## src/rtl/if_fetch_stage.sv

```systemverilog
// ---------------------------------------------------------------------------
// if_fetch_stage
//
// Instruction fetch stage feeding a combinational instruction memory. Owns the
// program counter, presents it as the fetch address and captures the returned
// word into the IF/ID pipeline register. Supports stall, branch/jump redirect
// with flush and a retired-fetch counter.
//
// Ports:
//   clk              system clock, all state updates on the rising edge
//   reset            synchronous active-high reset
//   stall            hold PC and IF/ID this cycle
//   redirect         branch/jump taken: load redirect_target and flush IF/ID
//   redirect_target  byte address of the redirect destination
//   imem_addr        fetch address to instruction memory (copy of pc)
//   imem_instr       instruction word returned combinationally for imem_addr
//   pc               current program counter
//   id_pc            PC of the instruction held in IF/ID
//   id_instr         instruction held in IF/ID
//   id_valid         IF/ID holds a real instruction rather than a bubble
//   fetch_count      instructions accepted into IF/ID since reset
// ---------------------------------------------------------------------------
module if_fetch_stage #(
  parameter logic [31:0] RESET_PC  = 32'h0000_0000,
  parameter logic [31:0] NOP_INSTR = 32'h0000_0013,
  parameter int unsigned CNT_WIDTH = 32
) (
  input  logic                 clk,
  input  logic                 reset,
  input  logic                 stall,
  input  logic                 redirect,
  input  logic [31:0]          redirect_target,
  output logic [31:0]          imem_addr,
  input  logic [31:0]          imem_instr,
  output logic [31:0]          pc,
  output logic [31:0]          id_pc,
  output logic [31:0]          id_instr,
  output logic                 id_valid,
  output logic [CNT_WIDTH-1:0] fetch_count
);

  logic [31:0]          pc_q, pc_d;
  logic [31:0]          id_pc_q, id_pc_d;
  logic [31:0]          id_instr_q, id_instr_d;
  logic                 id_valid_q, id_valid_d;
  logic [CNT_WIDTH-1:0] cnt_q, cnt_d;

  // Priority: redirect, then stall, then advance. Reset is handled in the
  // register process so it overrides everything.
  always_comb begin
    pc_d       = pc_q;
    id_pc_d    = id_pc_q;
    id_instr_d = id_instr_q;
    id_valid_d = id_valid_q;
    cnt_d      = cnt_q;
    if (redirect) begin
      // Misaligned targets are silently aligned down; the in-flight fetch is dropped.
      pc_d       = {redirect_target[31:2], 2'b00};
      id_pc_d    = 32'h0;
      id_instr_d = NOP_INSTR;
      id_valid_d = 1'b0;
    end else if (!stall) begin
      pc_d       = pc_q + 32'd4;
      id_pc_d    = pc_q;
      id_instr_d = imem_instr;
      id_valid_d = 1'b1;
      cnt_d      = cnt_q + {{(CNT_WIDTH-1){1'b0}}, 1'b1};
    end
  end

  always_ff @(posedge clk) begin
    if (reset) begin
      pc_q       <= RESET_PC;
      id_pc_q    <= 32'h0;
      id_instr_q <= NOP_INSTR;
      id_valid_q <= 1'b0;
      cnt_q      <= '0;
    end else begin
      pc_q       <= pc_d;
      id_pc_q    <= id_pc_d;
      id_instr_q <= id_instr_d;
      id_valid_q <= id_valid_d;
      cnt_q      <= cnt_d;
    end
  end

  assign imem_addr   = pc_q;
  assign pc          = pc_q;
  assign id_pc       = id_pc_q;
  assign id_instr    = id_instr_q;
  assign id_valid    = id_valid_q;
  assign fetch_count = cnt_q;

endmodule

```

## config.mk

```make
export PLATFORM = sky130hd
export DESIGN_NAME = if_fetch_stage
export DESIGN_NICKNAME = d
export VERILOG_FILES = /design/src/rtl/if_fetch_stage.sv
export SDC_FILE = /design/constraint.sdc
export NUM_CORES = 1
export LEC_CHECK = 0
export ABC_AREA = 1
export BUFFER_PORTS_ARGS = -buffer_cell sky130_fd_sc_hd__buf_4
export CORE_ASPECT_RATIO = 0.5
export CORE_UTILIZATION = 45
export CTS_CLUSTER_DIAMETER = 150
export CTS_CLUSTER_SIZE = 24
export DETAILED_ROUTE_END_ITERATION = 10
export PLACE_DENSITY = 0.76
export SYNTH_ARGS = -nofsm -noshare
export SYNTH_HDL_FRONTEND = slang
export SYNTH_SLANG_ARGS = --single-unit
```

## constraint.sdc

```tcl
create_clock -name clk -period 1.4 [get_ports clk]
set_input_delay 0.28 -clock clk [delete_from_list [all_inputs] [get_ports clk]]
set_output_delay 0.28 -clock clk [all_outputs]
set_load 0.005 [all_outputs]
```

# Word-level counts from Yosys, hierarchy flattened
# Index checks and enable logic that the tools add are counted.
# totals
word_cells	15
reg_bits	129
input_bits	68
output_inout_bits	161
# op_classes
n_reduce_logical	2
eq_ne	1
bitwise	2
n_addsub	2
muxes	2
# op_table
operator	count
32-bit 2-to-1 mux	2
32-bit by 1-bit adder with 32-bit output (second input constant)	1
32-bit by 3-bit adder with 32-bit output (second input constant)	1
2-bit by 1-bit inequality test with 1-bit output (second input constant)	1
1-bit inverter	2
2-bit AND reduction	1
2-bit OR reduction	1

# Longest topological paths before layout
# Gate-level depths: netlist of run 1.
# depth
depth_word	3
mapped_depth	11
mapped_depth_nobuf	10

# Worst setup path before layout of run 1
# No wires, ideal clock.
# synth_path
path_type	reg-to-reg
from	register pc_q[3], in the netlist imem_addr[3]
to	register pc_q[22], in the netlist imem_addr[22]
synth_period_minus_slack_ns	1.463
path_slack_ns	-0.063
path_stages_with_launch	11
arrival_ns	1.335
setup_time_ns	0.128
required_ns	1.272
n_path_buf	0
cell_sequence	dfxtp_1 -> ha_1 -> inv_1 -> nor2_1 -> nand2_2 -> nor2_4 -> nand2_1 -> nand2_1 -> nand2_1 -> a21oi_1 -> nor2_1
# synth_between
elab_chain_len	3
# synth_rtl
item	line	text
start: declaration	42	logic [31:0] pc_q, pc_d;
start signal: assignment	79	pc_q <= pc_d;
32-bit by 3-bit adder with 32-bit output	63	pc_d = pc_q + 32'd4;
32-bit 2-to-1 mux	62	end else if (!stall) begin
32-bit 2-to-1 mux	56	if (redirect) begin
# No other way between the ends. The select of a mux whose other input is x is not followed.
# A chain may end at the register's enable or synchronous reset.

# Worst setup path after layout of run 1
# layout_path
from	register pc_q[3], in the netlist imem_addr[3]
to	register pc_q[11], in the netlist imem_addr[11]
# The elaborated chain is that of the path after synthesis.

==> summary.md, run 1 <==
| Metric | Value |
|---|---|
| Status | `finished with violations` |
| Failing checks | `negative setup slack` |
| Clock buffer depth | `2` |
| Starting Density | `0.466` |
| Hold Violations, Final | `0` |
| Area grow syn2layout | `51.7%` |
| Number of global-route vias before repair | `6608` |
| Post-Syn Instances | `956` |
| Area of the multi-input gates | `0.00345 mm2` |
| Crit path DAT | `1760 ps` |
| Comb pwr share | `0.121` |
| Total number of vias | `7279` |
| Worst slack, placed | `-98.8 ps` |
| CTS Buf Count | `17` |
| Number of synthesized register bits | `125` |
| Initial DRT Pass Iterations | `5` |
| Final setup viols | `5` |
| EDFF count, synth | `0` |
| Detail-routed via count per cell | `5.08` |
| Min Hold Slack | `75.6 ps` |
| Antenna cell count | `0` |
| Port bufs | `220` |
| Final min period | `1410 ps` |
| Antenna-violating nets left | `0` |
| Critical path startpoint | `imem_addr[3]$_SDFFE_PP0P_` |
| Most frequent cell after synthesis | `nand2_1` |
| Full die area | `0.0147 mm2` |
| Sw Share | `0.260` |
| Worst endpoint required time | `1750 ps` |
| Total gr overflow | `0` |
| Worst setup EP type | `flip-flop` |
| Post-Synth XOR/XNOR Area | `0.0234` |
| Internal Pwr Total | `7.00 mW` |
| PD cells | `980 mW/mm2` |
| Share of layout cells above drive strength 1 | `0.396` |
| FMAX | `707 MHz` |
| Synth top area cells | `dfxtp_1 (39%), nand2_1 (18%), a21oi_1 (7.6%)` |
| Synth Area in Compound Gates | `0.135` |
| Synth top cells by count | `nand2_1 (303), dfxtp_1 (125), nor2_1 (105), a21oi_1 (97), inv_1 (87)` |
| CTS root buf | `clkbuf_16` |
| Sequential cell area fraction in the yosys report | `0.393` |
| Top FF cell, synth | `dfxtp_1` |
| Antenna violations before repair | `0` |
| Worst-path clk slew | `60 ps` |
| Multiplexer area fraction after synthesis | `0` |
| Synth Area in Adders | `0.00393` |
| Switching power total | `2.46 mW` |
| Skew final | `11.0 ps` |
| Total GRT Usage | `0.266` |
| Max Transition Viols Final | `0` |
| Largest family of logic cells by synthesized area | `simple AND/OR/NAND/NOR gates` |
| R2R depth | `9` |
| Post-Synth Simple-Gate Area | `0.324` |
| Synth warn | `0` |
| Largest net degree at the start of global routing | `60` |
| CTS tree | `yes` |
| R2r endpoint | `imem_addr[11]$_SDFFE_PP0P_` |
| Final TNS setup | `-51.4 ps` |
| Reg area | `0.00257 mm2` |
| Crit Path Class | `reg -> reg` |
| RSZ-0062 raised after global routing | `true` |
| H-tree depth | `4` |
| P_leak | `4.27 nW` |
| Hold Crit Class | `in -> reg` |
| Mapped Area | `0.00637 mm2` |
| FF-to-FF setup slack | `-10 ps` |
| Drt total wl | `20700 um` |
| Filler Cell Count | `1077` |
| Max_slew headroom | `0.610` |
| Top cell type's share of synthesized area | `0.393` |
| Worst Tran Pin Value | `585 ps` |
| Critical Path Start Type | `flip-flop` |
| Max IR drop VDD | `0.000749 V` |
| Max-cap violations | `0` |
| FP Rows | `30` |
| NumNets Final | `1297` |
| Synth area leader | `dfxtp_1` |
| Capture point of the critical path | `imem_addr[11]$_SDFFE_PP0P_` |
| Skew-Pair Late Insertion Delay | `420 ps` |
| Syn Area/Cell | `6.66 um2` |
| Clk sinks | `125` |
| Ys async rst share | `0` |
| Die W | `170 um` |
| Remaining DRCs | `0` |
| Crit path max fanout | `5` |
| Clock share of power | `0.481` |
| Hold Crit Start | `imem_instr[1]` |
| DRT iter0 DRCs | `499` |
| Chip Height | `86.1 um` |
| Drt wl/cell | `14.5 um` |
| Seq pwr share | `0.398` |
| Fin worst setup slack | `-13.9 ps` |
| Core box area | `0.0137 mm2` |
| DP HPWL | `14400 um` |
| Worst r2r src | `imem_addr[3]$_SDFFE_PP0P_` |
| Yosys cell types | `39` |
| Top Ports | `229` |
| Final period utilization | `1.01` |
| First-pass GRT wire length | `30800 um` |
| GPL Wtd Cong | `0.965` |
-- sequential cells by signal (all words and copies together) (netlist names) --
name         count
fetch_count     32
id_instr        32
id_pc           30
id_valid         1
imem_addr       30
-- per-layer routing --
layer / vias to the layer above / wire (um) / global-route usage / share of wire
met1: 3439 / 8620 / 0.311 / 0.42
met5: - / 0 / 0 / 0
met3: 42 / 1230 / 0.0558 / 0.059
li1: 3524 / - / - / -
met2: 274 / 10500 / 0.482 / 0.51
met4: 0 / 358 / 0.102 / 0.017
-- critical path: stages (launching register included) --
cell and delay (ps):
dfxtp_4 360, buf_6 120, nand2_4 60, buf_6 120
nor2_4 80, nand2_2 60, nor2_4 170, xor2_1 170
nand2_1 80, a21oi_2 130
-- cells by family after synthesis --
| kind of cell | after synthesis |
|---|---|
| DFF | 125 |
| and+or+nand+nor | 483 |
| other | 1 |
| xor gates and xnor gates | 17 |
| AOI/OAI and AO/OA | 167 |
| adders and majority gates | 2 |
| buffers and inverters | 161 |
-- through the flow --
stage	instance area (um2)	util	cells	power, mW
final	9660	0.707	1432	9.47
after global routing	9660	0.707	1432	9.80
after CTS	9290	0.680	1426	9.46
after detailed placement	8530	0.624	1389	4.91
after global placement	8530	0.624	1389	4.89
after floorplan	6390	-	961	4.34
-- power groups by stage --
stage / logic [mW] / clock network [mW] / registers (mW)
4_1_cts: 1.10 / 4.60 / 3.77
3_5_place_dp: 1.07 / 0 / 3.84
6_report: 1.14 / 4.56 / 3.77
5_1_grt: 1.24 / 4.78 / 3.78
2_1_floorplan: 0.476 / 0 / 3.86
3_3_place_gp: 1.05 / 0 / 3.83
-- cell type report --
type                            count  share of cell area
Inverter                           92              0.0368
Multi-Input combinational cell    675               0.358
Tap cell                          192              0.0249
Sequential cell                   125               0.266
Clock buffer                       19              0.0469
Timing Repair Buffer              316               0.252
Clock inverter                     13              0.0159
-- what timing repair did --
action	in CTS	in global routing
pin swaps	11	33
hold buffers	0	0
setup buffers	5	7
gates resized for setup	38	118
endpoints found under the setup margin	34	49
-- worst min path at each step --
stage                                     end  slack [ps]  cells after the start
floorplan            id_instr[0]$_SDFFE_PP1N_         390                      2
global route         id_instr[0]$_SDFFE_PP1N_          70                      3
global placement    id_instr[23]$_SDFFE_PP0N_         450                      2
CTS                  id_instr[4]$_SDFFE_PP1N_          60                      3
finish               id_instr[1]$_SDFFE_PP1N_          80                      3
detailed placement      id_pc[3]$_SDFFE_PP0N_         460                      2
-- layout by cell type (no fill, tap or decap), types with 3 or more instances in the layout --
master	netlist	routed
a21oi_1	97	94
a21oi_2	0	3
a31oi_1	6	6
buf_4	36	304
buf_6	1	10
clkbuf_16	0	17
clkinvlp_4	0	4
conb_1	1	6
dfxtp_1	125	90
dfxtp_2	0	26
dfxtp_4	0	9
inv_1	87	83
inv_2	3	5
inv_6	0	5
nand2_1	303	282
nand2_2	6	22
nand2_4	1	6
nand3_1	32	28
nand3_2	1	4
nand4_1	6	6
nor2_1	105	67
nor2_2	10	31
nor2_4	6	23
nor3_1	5	4
o21ai_0	46	42
o21ai_1	13	17
xnor2_1	5	5
xor2_1	12	12
No activity file was read; power rests on OpenSTA's default activity.
==> run 2: changes to the inputs <==
==> constraint.sdc (replaced) <==
create_clock -name clk -period 1.2 [get_ports clk]
set_input_delay 0.18 -clock clk [delete_from_list [all_inputs] [get_ports clk]]
set_output_delay 0.18 -clock clk [all_outputs]
set_load 0.005 [all_outputs]
==> run 2 against run 1 <==
Effect of this change: the flow still finishes with violations (negative setup slack); via count rose by 5.3%; global-route usage rose by 2.8 points; worst hold slack got worse by 61 ps; sequential power rose by 16%; power rose by 18%; worst setup slack got worse by 240 ps; critical path type unchanged; critical endpoint is now imem_addr[15]$_SDFFE_PP0P_.
==> summary.md, run 2 (synthesis results as in run 1) <==
| Metric | Value |
|---|---|
| Status | `finished with violations (unchanged)` |
| Antenna-violating nets left | `0 (unchanged)` |
| GPL Wtd Cong | `0.896 (was 0.965)` |
| NumNets Final | `1342 (was 1297)` |
| Post-Layout Cell Count | `1477 (was 1432)` |
| First-pass GRT wire length | `34300 um (was 30800 um)` |
| Number of global-route vias before repair | `7185 (was 6608)` |
| Dpl cells | `1411 (was 1389)` |
| Comb pwr share | `0.132 (was 0.121)` |
| Share of layout cells above drive strength 1 | `0.467 (was 0.396)` |
| Critical Path Start Type | `flip-flop (unchanged)` |
| Largest net degree at the start of global routing | `66 (was 60)` |
| DRT iter0 DRCs | `572 (was 499)` |
| Final period utilization | `1.21 (was 1.01)` |
| Hold Crit Class | `in -> reg (unchanged)` |
| Chip Height | `86.1 um (unchanged)` |
| Worst setup EP type | `flip-flop (unchanged)` |
| Worst-path clk slew | `60 ps (about the same)` |
| Max-cap violations | `0 (unchanged)` |
| Crit path max fanout | `4 (was 5)` |
| Die W | `170 um (unchanged)` |
| FP Rows | `30 (unchanged)` |
| Port bufs | `220 (unchanged)` |
| Skew final | `10.5 ps (was 11.0 ps)` |
| Switching power total | `2.87 mW (was 2.46 mW)` |
| Antenna cell count | `0 (unchanged)` |
| Sw Share | `0.256 (was 0.260)` |
| Hold Violations, Final | `0 (unchanged)` |
| Clock share of power | `0.477 (was 0.481)` |
| Total power | `11.2 mW (was 9.47 mW)` |
| CTS tree | `yes (unchanged)` |
| Starting Density | `0.466 (unchanged)` |
| Core box area | `0.0137 mm2 (unchanged)` |
| Final setup viols | `67 (was 5)` |
| Crit path DAT | `1790 ps (was 1760 ps)` |
| Initial DRT Pass Iterations | `5 (unchanged)` |
| Max_slew headroom | `0.589 (was 0.610)` |
| Skew-Pair Late Insertion Delay | `420 ps (about the same)` |
| RSZ-0062 raised after global routing | `true (unchanged)` |
| Total GRT Usage | `0.294 (was 0.266)` |
| Max IR drop VDD | `0.000871 V (was 0.000749 V)` |
| Area grow syn2layout | `67.9% (was 51.7%)` |
| Total number of vias | `7668 (was 7279)` |
| Remaining DRCs | `0 (unchanged)` |
| Crit Path Class | `reg -> reg (unchanged)` |
| Min Hold Slack | `14.2 ps (was 75.6 ps)` |
| Leading cell type in the layout, fill and taps excluded | `nand2_1 (was buf_4)` |
| Fin worst setup slack | `-253 ps (was -13.9 ps)` |
| H-tree depth | `4 (unchanged)` |
| Detail-routed via count per cell | `5.19 (was 5.08)` |
| PD cells | `1050 mW/mm2 (was 980 mW/mm2)` |
| P_leak | `4.75 nW (was 4.27 nW)` |
| Antenna violations before repair | `0 (unchanged)` |
| Final core utilization | `0.783 (was 0.707)` |
| Failing checks | `negative setup slack (unchanged)` |
| Clk sinks | `125 (unchanged)` |
| Drt wl/cell | `16.0 um (was 14.5 um)` |
| Full die area | `0.0147 mm2 (unchanged)` |
| CTS Buf Count | `17 (unchanged)` |
| Top Ports | `229 (unchanged)` |
| Internal Pwr Total | `8.33 mW (was 7.00 mW)` |
| Worst Tran Pin Value | `617 ps (was 585 ps)` |
| Clock buffer depth | `2 (unchanged)` |
| Max Transition Viols Final | `0 (unchanged)` |
| Total gr overflow | `0 (unchanged)` |
| CTS root buf | `clkbuf_16 (unchanged)` |
| Drt total wl | `23600 um (was 20700 um)` |
| Final min period | `1450 ps (was 1410 ps)` |
| DP HPWL | `14500 um (was 14400 um)` |
| Seq pwr share | `0.392 (was 0.398)` |
| Most frequent cells in the layout | `nand2_1 (261), buf_4 (260), buf_6 (95), a21oi_1 (91), inv_1 (83) (was buf_4 (304), nand2_1 (282), a21oi_1 (94), dfxtp_1 (90), inv_1 (83))` |
| Worst endpoint required time | `1540 ps (was 1750 ps)` |
| FMAX | `688 MHz (was 707 MHz)` |
-- run 2: cell count changes in the layout (fill, tap and decap cells not counted), moves of 4 or more --
| cell | change |
|---|---|
| buf_6 | +85 |
| buf_4 | -44 |
| dfxtp_1 | -21 |
| nand2_1 | -21 |
| dfxtp_4 | +18 |
| nor2_1 | -15 |
| nor2_4 | +15 |
| nand2_2 | +13 |
| nand2_4 | +7 |
| clkinvlp_4 | -4 |
| inv_6 | -4 |
| o21ai_2 | +4 |
-- run 2: per-stage QoR --
step / setup TNS, ps / setup WS (ps) / cell area, um2
after floorplan: -395 / -106 / 6520
after global placement: -3460 / -170 / 8840
after detailed placement: -5730 / -185 / 8840
after CTS: -5060 / -158 / 10000
after global routing: -12310 / -310 / 10700
final: -7380 / -253 / 10700
-- run 2: worst paths after layout --
| path | start | end | slack, ps | depth (start not counted) |
|---|---|---|---|---|
| min | imem_instr[11] | id_instr[11]$_SDFFE_PP0N_ | 10 | 3 |
| min reg2reg | id_instr[27]$_SDFFE_PP0N_ | id_instr[27]$_SDFFE_PP0N_ | 460 | 2 |
| max | imem_addr[4]$_SDFFE_PP0P_ | imem_addr[15]$_SDFFE_PP0P_ | -250 | 8 |
| max reg2reg | imem_addr[4]$_SDFFE_PP0P_ | imem_addr[15]$_SDFFE_PP0P_ | -250 | 8 |
-- run 2: cell type report --
| type | count | area (um2) |
|---|---|---|
| clock buffer | 20 | 479 |
| sequential | 125 | 2640 |
| timing repair buffer | 361 | 3110 |
| multi-input combinational | 675 | 3730 |
| inverter | 92 | 360 |
| clock inverter | 12 | 131 |
| tap | 192 | 240 |
| fill | 931 | 2970 |
-- run 2: power groups by stage --
stage	registers [mW]	logic [mW]	clock network, mW
floorplan	4.51	0.563	0
global placement	4.46	1.26	0
detailed placement	4.47	1.29	0
CTS	4.38	1.38	5.37
global route	4.40	1.59	5.59
finish	4.39	1.47	5.34
-- run 2: layer usage --
| metal | track usage | up-vias | part of all wire |
|---|---|---|---|
| met5 | 0 | - | 0 |
| met4 | 0.104 | 0 | 0.025 |
| met3 | 0.0637 | 62 | 0.075 |
| met2 | 0.546 | 347 | 0.51 |
| met1 | 0.335 | 3647 | 0.39 |
| li1 | - | 3612 | - |
-- run 2: repair_timing --
action                                  in CTS  in global routing
pin swaps                                   25                 40
endpoints found under the setup margin     108                122
hold buffers                                 3                  0
hold endpoints to repair                     3                  0
gates resized for setup                    149                165
setup buffers                               15                 31
-- run 2: critical path, cell delays in order, from the launching register on --
cell and delay [ps]:
dfxtp_4 380, nand2_1 110, nor2_4 130, buf_4 130, nand2_1 70, nor2_4 140
xor2_2 180, nand2_1 100, a21oi_1 130
